**config.mk**
```make
export PLATFORM = sky130hd
export DESIGN_NAME = pipe_stage_skid
export DESIGN_NICKNAME = d
export VERILOG_FILES = /design/src/rtl/pipe_stage_skid.sv
export SDC_FILE = /design/constraint.sdc
export NUM_CORES = 1
export LEC_CHECK = 0
export BUFFER_PORTS_ARGS = -buffer_cell sky130_fd_sc_hd__buf_2
export CAP_MARGIN = 0
export CORE_MARGIN = 2
export CORE_UTILIZATION = 60
export CTS_BUF_LIST = sky130_fd_sc_hd__clkbuf_8
export CTS_CLUSTER_SIZE = 10
export DETAILED_ROUTE_END_ITERATION = 7
export GPL_TIMING_DRIVEN = 0
export PLACE_DENSITY_LB_ADDON = 0.12
export SLEW_MARGIN = 20
export SYNTH_ARGS = -nofsm -noshare
export SYNTH_HDL_FRONTEND = slang
export SYNTH_SLANG_ARGS = --single-unit
```
**constraint.sdc**
```tcl
create_clock -name clk -period 3.8 [get_ports clk]
set_clock_uncertainty 0.2 [all_clocks]
set_input_delay 0.19 -clock clk [delete_from_list [all_inputs] [get_ports clk]]
set_output_delay 0.19 -clock clk [all_outputs]
set_load 0.05 [all_outputs]
```
**src/rtl/pipe_stage_skid.sv**
```systemverilog
// ---------------------------------------------------------------------------
// pipe_stage_skid
//
// Two-entry valid/ready pipeline register with a skid slot. The main entry is
// always the one presented downstream; the skid entry absorbs the one extra
// transfer that can arrive while in_ready is still high and the consumer stalls.
// in_ready is decoded from the state register only, so there is no
// combinational path from out_ready to in_ready.
//
// Optional feature: define PIPE_STAGE_STATS_EN to add saturating stall/bubble
// statistics counters and their output ports.
//
// Ports:
//   clk        - clock, all state changes on the rising edge
//   reset      - synchronous, active-high; highest priority
//   flush      - discard all held entries (state -> EMPTY next cycle)
//   in_valid   - upstream entry present
//   in_ready   - stage accepts an entry this cycle
//   in_ctrl    - upstream control bundle [CTRL_W]
//   in_data    - upstream lanes, lane k at [k*DATA_W +: DATA_W]
//   out_valid  - downstream entry present
//   out_ready  - downstream accepts
//   out_ctrl   - main entry control bundle, all-zero while out_valid is 0
//   out_data   - main entry lanes, holds last value while out_valid is 0
//   occupancy  - entries held (0..2)
//   stall_cnt  - (PIPE_STAGE_STATS_EN) cycles with out_valid && !out_ready
//   bubble_cnt - (PIPE_STAGE_STATS_EN) cycles with out_ready && !out_valid
// ---------------------------------------------------------------------------
module pipe_stage_skid #(
    parameter int CTRL_W = 22,
    parameter int DATA_W = 32,
    parameter int NLANES = 2,
    parameter int CNT_W  = 16
) (
    input  logic                     clk,
    input  logic                     reset,
    input  logic                     flush,
    input  logic                     in_valid,
    output logic                     in_ready,
    input  logic [CTRL_W-1:0]        in_ctrl,
    input  logic [NLANES*DATA_W-1:0] in_data,
    output logic                     out_valid,
    input  logic                     out_ready,
    output logic [CTRL_W-1:0]        out_ctrl,
    output logic [NLANES*DATA_W-1:0] out_data,
    output logic [1:0]               occupancy
`ifdef PIPE_STAGE_STATS_EN
    ,
    output logic [CNT_W-1:0]         stall_cnt,
    output logic [CNT_W-1:0]         bubble_cnt
`endif
);

    localparam int PW = NLANES * DATA_W;

    typedef enum logic [1:0] {
        S_EMPTY = 2'd0,
        S_ONE   = 2'd1,
        S_FULL  = 2'd2
    } state_t;

    state_t            r_state;
    state_t            w_nextState;
    logic [CTRL_W-1:0] r_mainCtrl;
    logic [PW-1:0]     r_mainData;
    logic [CTRL_W-1:0] r_skidCtrl;
    logic [PW-1:0]     r_skidData;

    logic              w_inFire;
    logic              w_outFire;
    logic              w_loadMainIn;
    logic              w_loadMainSkid;
    logic              w_loadSkid;

    assign in_ready  = (r_state != S_FULL);
    assign out_valid = (r_state != S_EMPTY);
    assign occupancy = r_state;
    assign out_ctrl  = out_valid ? r_mainCtrl : '0;
    assign out_data  = r_mainData;

    assign w_inFire  = in_valid && in_ready;
    assign w_outFire = out_valid && out_ready;

    // Next state and load selects. Flush overrides every fire so nothing
    // presented in the flush cycle is captured.
    always_comb begin
        w_nextState    = r_state;
        w_loadMainIn   = 1'b0;
        w_loadMainSkid = 1'b0;
        w_loadSkid     = 1'b0;
        case (r_state)
            S_EMPTY: begin
                if (w_inFire) begin
                    w_nextState  = S_ONE;
                    w_loadMainIn = 1'b1;
                end
            end
            S_ONE: begin
                if (w_inFire && w_outFire) begin
                    w_nextState  = S_ONE;
                    w_loadMainIn = 1'b1;
                end else if (w_inFire) begin
                    w_nextState = S_FULL;
                    w_loadSkid  = 1'b1;
                end else if (w_outFire) begin
                    w_nextState = S_EMPTY;
                end
            end
            S_FULL: begin
                if (w_outFire) begin
                    w_nextState    = S_ONE;
                    w_loadMainSkid = 1'b1;
                end
            end
            default: begin
                w_nextState = S_EMPTY;
            end
        endcase
        if (flush) begin
            w_nextState    = S_EMPTY;
            w_loadMainIn   = 1'b0;
            w_loadMainSkid = 1'b0;
            w_loadSkid     = 1'b0;
        end
    end

    // State and entry storage. Reset clears the main entry so out_data reads 0.
    always_ff @(posedge clk) begin
        if (reset) begin
            r_state    <= S_EMPTY;
            r_mainCtrl <= '0;
            r_mainData <= '0;
            r_skidCtrl <= '0;
            r_skidData <= '0;
        end else begin
            r_state <= w_nextState;
            if (w_loadMainIn) begin
                r_mainCtrl <= in_ctrl;
                r_mainData <= in_data;
            end else if (w_loadMainSkid) begin
                r_mainCtrl <= r_skidCtrl;
                r_mainData <= r_skidData;
            end
            if (w_loadSkid) begin
                r_skidCtrl <= in_ctrl;
                r_skidData <= in_data;
            end
        end
    end

`ifdef PIPE_STAGE_STATS_EN
    localparam logic [CNT_W-1:0] CNT_ONE = {{(CNT_W-1){1'b0}}, 1'b1};

    logic [CNT_W-1:0] r_stallCnt;
    logic [CNT_W-1:0] r_bubbleCnt;

    // Saturating counters; only reset clears them, flush does not.
    always_ff @(posedge clk) begin
        if (reset) begin
            r_stallCnt  <= '0;
            r_bubbleCnt <= '0;
        end else begin
            if (out_valid && !out_ready && (r_stallCnt != '1)) begin
                r_stallCnt <= r_stallCnt + CNT_ONE;
            end
            if (out_ready && !out_valid && (r_bubbleCnt != '1)) begin
                r_bubbleCnt <= r_bubbleCnt + CNT_ONE;
            end
        end
    end

    assign stall_cnt  = r_stallCnt;
    assign bubble_cnt = r_bubbleCnt;
`else
    // CNT_W only sizes the statistics counters; this empty check keeps the
    // parameter referenced when they are compiled out.
    if (CNT_W < 1) begin : g_cntWidthUnused
    end
`endif

endmodule

```
Yosys cells after proc, flatten, opt, wreduce, memory -nomap -nowiden
Cells that the tools add are included.
{ "totals": {"register_bits": 174, "input_bits": 91, "wordCells": 40} }
{ "op_classes": {"n_eq_ne": 6, "muxes": 21, "n_reduce_logical": 8} }
{ "op_table": {"columns": ["cell", "n"], "rows": [
  ["$mux W64", 2],
  ["$mux W22", 3],
  ["$mux W2", 5],
  ["$mux W1", 9],
  ["$ne A2 B2 Y1 const B", 3],
  ["$pmux W2 S3", 1],
  ["$ne A4 B4 Y1 const B", 1],
  ["$reduce_bool A2 Y1", 2],
  ["$logic_and A1 B1 Y1", 3],
  ["$reduce_and A3 Y1", 1],
  ["$eq A2 B1 Y1 const B", 1],
  ["$eq A2 B2 Y1 const B", 1],
  ["$logic_not A2 Y1", 1],
  ["$pmux W1 S2", 1],
  ["$reduce_or A2 Y1", 1]
]} }

Logic depth before layout (Yosys ltp)
{ "depth": {"word_depth": 7, "mapped_depth": 7} }

Worst setup path after synthesis
OpenSTA, ideal clock, no wires.
{ "synth_timing": {"path_kind": "register to output", "from": "register r_state[1], in the netlist occupancy[1]", "to": "output out_ctrl[10]", "arrival_ns": 1.862, "t_required_ns": 3.410, "slack_ns": 1.548, "stages_incl_launch_ff": 5, "path_cell_list": "dfxtp_1 > buf_6 > nor2_1 > clkbuf_1 > nor2b_1"} }
{ "synth_via": {"elab_chain_cells": 2} }
{ "synth_rtl": {"columns": ["element", "line_no", "rtl"], "rows": [
  ["start: declaration", "62", "state_t r_state;"],
  ["start signal: assignment", "136", "r_state <= w_nextState;"],
  ["$reduce_bool A2 Y1", "76", "assign out_valid = (r_state != S_EMPTY);"],
  ["$mux W22", "78", "assign out_ctrl = out_valid ? r_mainCtrl : '0;"],
  ["end: declaration", "44", "output logic [CTRL_W-1:0] out_ctrl,"]
]} }
Every way passes these cells.

Final worst setup path
{ "layout_timing": {"from": "register r_state[1], in the netlist occupancy[1]", "to": "register r_skidData[0]"} }
{ "layout_via": {"elab_chain_cells": 6} }
{ "layout_rtl": {"columns": ["element", "line_no", "rtl"], "rows": [
  ["$ne A2 B2 Y1 / $reduce_bool A2 Y1 (equally long branches)", "75, 76", null],
  ["$logic_and A1 B1 Y1 (on tied branches)", "81, 82", null],
  ["$mux W1 / $logic_and A1 B1 Y1 (equally long branches)", "102, 99", null],
  ["$mux W1", "99", "if (w_inFire && w_outFire) begin"],
  ["$mux W1 *", "91", "case (r_state)"],
  ["$mux W1 *", "119", "if (flush) begin"],
  ["end signal: assignment", "146", "r_skidData <= in_data;"],
  ["end: declaration", "67", "logic [PW-1:0] r_skidData;"]
]} }
Mark *: on every way between the ends. The rest lies on a longest branch, timed or not.
A chain may end at the register's enable or synchronous reset.

==> results.txt <==
* # nets final: around 1300
- In the routed design, unresolved DRC markers number 0.
* Outcome: finished, final reports clean
* Wire length of the first global-routing pass: between 30 and 40 mm
- Setup violators final: 0
* Max FO, Critical Path: 10
- Y dimension of the die: roughly 120 um
* Library cells used by synthesis: 28
- Arr. time, crit path: between 2 and 3 ns
- Total global routing overflow: 0
- Unrepaired setup endpoints after global routing: false
- Area of the placeable core: 13200 um^2
- The number of hold violations in the final report was 0.
- For this block, the routed nets add up to 24.8 mm of wire.
- Worst flop-to-flop path endpoint: r_skidData[0]
- Largest net degree at the start of global routing: 17
- LEAKAGE: a little over 4 nW
* Total of cells resized after clock tree synthesis: 0
- Starting Density: about three fifths
- Number of CTS-inserted buffers: 17
* Critical path startpoint category: flop
* Number of fillers in the final layout: about 900
- Final worst path period need: about 2.5 ns
- Cells after Synth: around 920
* Path type of the worst min-delay path: in2reg
- Tracing the worst setup path back leads to its startpoint at occupancy[1].
- Post-CTS setup-driven buffer insertion count: 0
- For this run, the total global-route usage over all layers was measured as roughly a third.
- Remaining max-slew budget at the tightest pin: about half
- Half-perimeter wire length of the detailed placement result: ~15 mm
- Number of rows in the core area: 42
- Counting every sink on the clock net gives approximately 170.
- Max-capacitance violation count: 0
* Kind of capture point of the worst setup path: flop
- Timing would allow up to between 300 and 400 MHz.
- Overall power: roughly 4.1 mW
* WL/cell: roughly 18 um
- TritonCTS built the clock tree.
- For this design the total switching power over the nets is between 1 and 1.5 mW.
- Share of the clock period used by the worst path: between 60% and 70%
- In this run the number of H-tree levels came out at 4.
* Part of the total power dissipated in the clock network: a little over a third
- Area of the die: around 14000 um^2
* Port-buffer cells: 179
- Via count: ~8400
* Number of warnings printed during yosys synthesis: 0
- The tree is rooted in a sky130_fd_sc_hd__clkbuf_8.
- Vias/cell: approximately 6
* Mean Syn Cell Area: roughly 8.8 um^2
* Clock slew at the register clock pins of the worst setup and hold paths: ~0.090 ns
* Number of nets produced by synthesis: just over 1000
* Post-synthesis register bit count: around 170
- Detailed-routing iteration count for the pre-antenna-repair pass: 7
* Transition time at the pin with the least slew margin: between 0.7 and 0.8 ns
- The worst register-to-register path has a depth of 8.
- After routing the design area is roughly 11000 um^2.
- Required time of the worst setup path: between 3 and 4 ns
* Fraction of final layout cells with drive strength greater than 1: between 30% and 40%
- R2r startpoint: occupancy[1]
- DIE WIDTH: 120 um
* Comb power frac: between 10% and 20%
* Number of antenna violations at the first check in global routing: 1
* CP endpoint: r_skidData[0]
* Most frequent cells in the layout: sky130_fd_sc_hd__buf_2, sky130_fd_sc_hd__dfxtp_1, sky130_fd_sc_hd__nand2_1, sky130_fd_sc_hd__dlygate4sd3_1, sky130_fd_sc_hd__a21oi_1
- In this run switching power makes up between 20 and 30% of total power.
* Reg-to-reg slack, setup: 1.26 ns
- The via count of the first global-routing pass was roughly 8000.
- Max IR drop VDD: around 0.36 mV
- Number of max-slew violations in the final report: 0
- Adding up every negative setup slack in the final design gives 0 ns.
* Relative area change from synthesis to final layout: 31.3%
- The internal portion of the total power is between 2 and 3 mW.
- 181 I/O pins were placed.
* Clock network latency to the later pin of the worst-skew pair: roughly 0.47 ns
- Sequential fraction of design power: 47.0%
- Critical path class: reg2reg
- In this run, the number of DRC markers left after iteration 0 of detailed routing was between 800 and 900.
- Max Buffers Root-to-Sink: 2
- In this run the cell area measured after placement is between 9000 and 10000 um^2.
- GPL Wtd Cong: approximately 0.84
* Count of nets left with antenna violations after detail routing: 0
- Pwr per Cell Area: 388 nW/um^2
* Sequential-to-total area share from yosys stat: roughly 43%
* Commonest non-fill, non-tap cell in the layout: sky130_fd_sc_hd__buf_2
- Post-synthesis cell area: roughly 8000 um^2
- In this run, post-CTS hold repair placed 96 buffers.
[critical path, stage by stage (launching register included)]
cell and delay, ns:
sky130_fd_sc_hd__dfxtp_1 0.33, sky130_fd_sc_hd__buf_6 0.14, sky130_fd_sc_hd__or3b_1 0.36, sky130_fd_sc_hd__buf_2 0.23, sky130_fd_sc_hd__buf_6 0.21, sky130_fd_sc_hd__buf_6 0.15
sky130_fd_sc_hd__o21ai_1 0.15, sky130_fd_sc_hd__a21oi_1 0.09, sky130_fd_sc_hd__dlygate4sd3_1 0.58
[power groups by stage]
stage	combinational [mW]	clock (mW)	sequential, mW
finish	0.740	1.44	1.93
detailed placement	0.651	0	1.97
CTS	0.725	1.44	1.93
global placement	0.646	0	1.97
floorplan	0.285	0	2.14
global route	0.782	1.53	1.94
[through the flow]
| step | hold slack, ns | utilization [%] | worst slack [ns] | cells |
|---|---|---|---|---|
| after floorplan | 0.0794 | - | 1.55 | 924 |
| after global placement | 0.258 | 69.8 | 1.68 | 1279 |
| after detailed placement | 0.265 | 69.8 | 1.64 | 1279 |
| after CTS | 0.0260 | 80.5 | 1.31 | 1407 |
| after global routing | 0.0589 | 80.5 | 1.17 | 1408 |
| final | 0.0672 | 80.5 | 1.26 | 1408 |
[how the worst min path moves through the flow]
stage | end | startpoint | cells after the start | slack [ns]
after floorplan | occupancy[1] | out_ready | 1 | 0.08
after global placement | r_skidData[58] | in_data[58] | 3 | 0.26
after detailed placement | r_skidData[62] | in_data[62] | 3 | 0.27
after CTS | out_data[56] | reset | 2 | 0.03
after global routing | out_data[56] | reset | 2 | 0.06
final | out_data[56] | reset | 2 | 0.07
[Yosys cell counts]
cell type	n	area (um^2)
sky130_fd_sc_hd__nand2_1	173	649
sky130_fd_sc_hd__mux2i_1	1	10.0
sky130_fd_sc_hd__nand2_2	1	6.26
sky130_fd_sc_hd__o21ai_0	80	400
sky130_fd_sc_hd__a311oi_1	46	403
sky130_fd_sc_hd__buf_6	15	169
sky130_fd_sc_hd__nand3_1	86	430
sky130_fd_sc_hd__buf_4	7	52.6
sky130_fd_sc_hd__clkbuf_1	53	199
sky130_fd_sc_hd__o21ai_1	6	30.0
sky130_fd_sc_hd__a21oi_1	87	435
sky130_fd_sc_hd__nand2b_1	2	12.5
sky130_fd_sc_hd__inv_1	1	3.75
sky130_fd_sc_hd__nand3b_1	1	7.51
sky130_fd_sc_hd__a311oi_2	40	601
sky130_fd_sc_hd__buf_2	32	160
sky130_fd_sc_hd__dfxtp_1	174	3480
sky130_fd_sc_hd__nor3_1	12	60.1
sky130_fd_sc_hd__or3b_2	1	8.76
sky130_fd_sc_hd__o21a_1	1	7.51
sky130_fd_sc_hd__nor2b_1	23	144
sky130_fd_sc_hd__nand4bb_1	1	11.3
sky130_fd_sc_hd__or3b_1	1	8.76
sky130_fd_sc_hd__and4bb_1	1	12.5
sky130_fd_sc_hd__nor3_2	74	741
sky130_fd_sc_hd__nor3b_4	1	18.8
sky130_fd_sc_hd__nor2_1	3	11.3
sky130_fd_sc_hd__a2111oi_0	1	8.76
[flip-flops by register name (all words and copies together), names as in the netlist]
| name | cells |
|---|---|
| occupancy | 2 |
| out_data | 64 |
| r_skidCtrl | 22 |
| r_skidData | 64 |
| r_mainCtrl | 22 |
[per-layer routing]
layer,up-vias,share of wire (%),global-route usage (%)
met3,93,7.1,7.32
met2,397,48,55.6
met4,0,3.8,15.7
met1,4002,41,44.9
li1,3923,-,-
met5,-,0,0
[cells by family after synthesis]
group                  Yosys count  synth area share (%)
buffers and inverters          108                  7.23
multiplexers                     1                 0.124
AO/OA/AOI/OAI                  261                  23.3
flip-flops                     174                  43.1
AND/OR/NAND/NOR                380                  26.2
[cell type report]
type	count	area, um^2	area share, %
well taps	176	220	2.07
inverters	1	3.75	0.0354
plain buffers	107	581	5.47
flip-flops and latches	174	3480	32.8
clock inverters	11	161	1.52
clock buffers	21	289	2.72
repair buffers	275	1860	17.5
multi-input cells	642	4020	37.8
diodes	1	2.50	0.0236
Note: power is estimated with default switching activity, not from simulation.
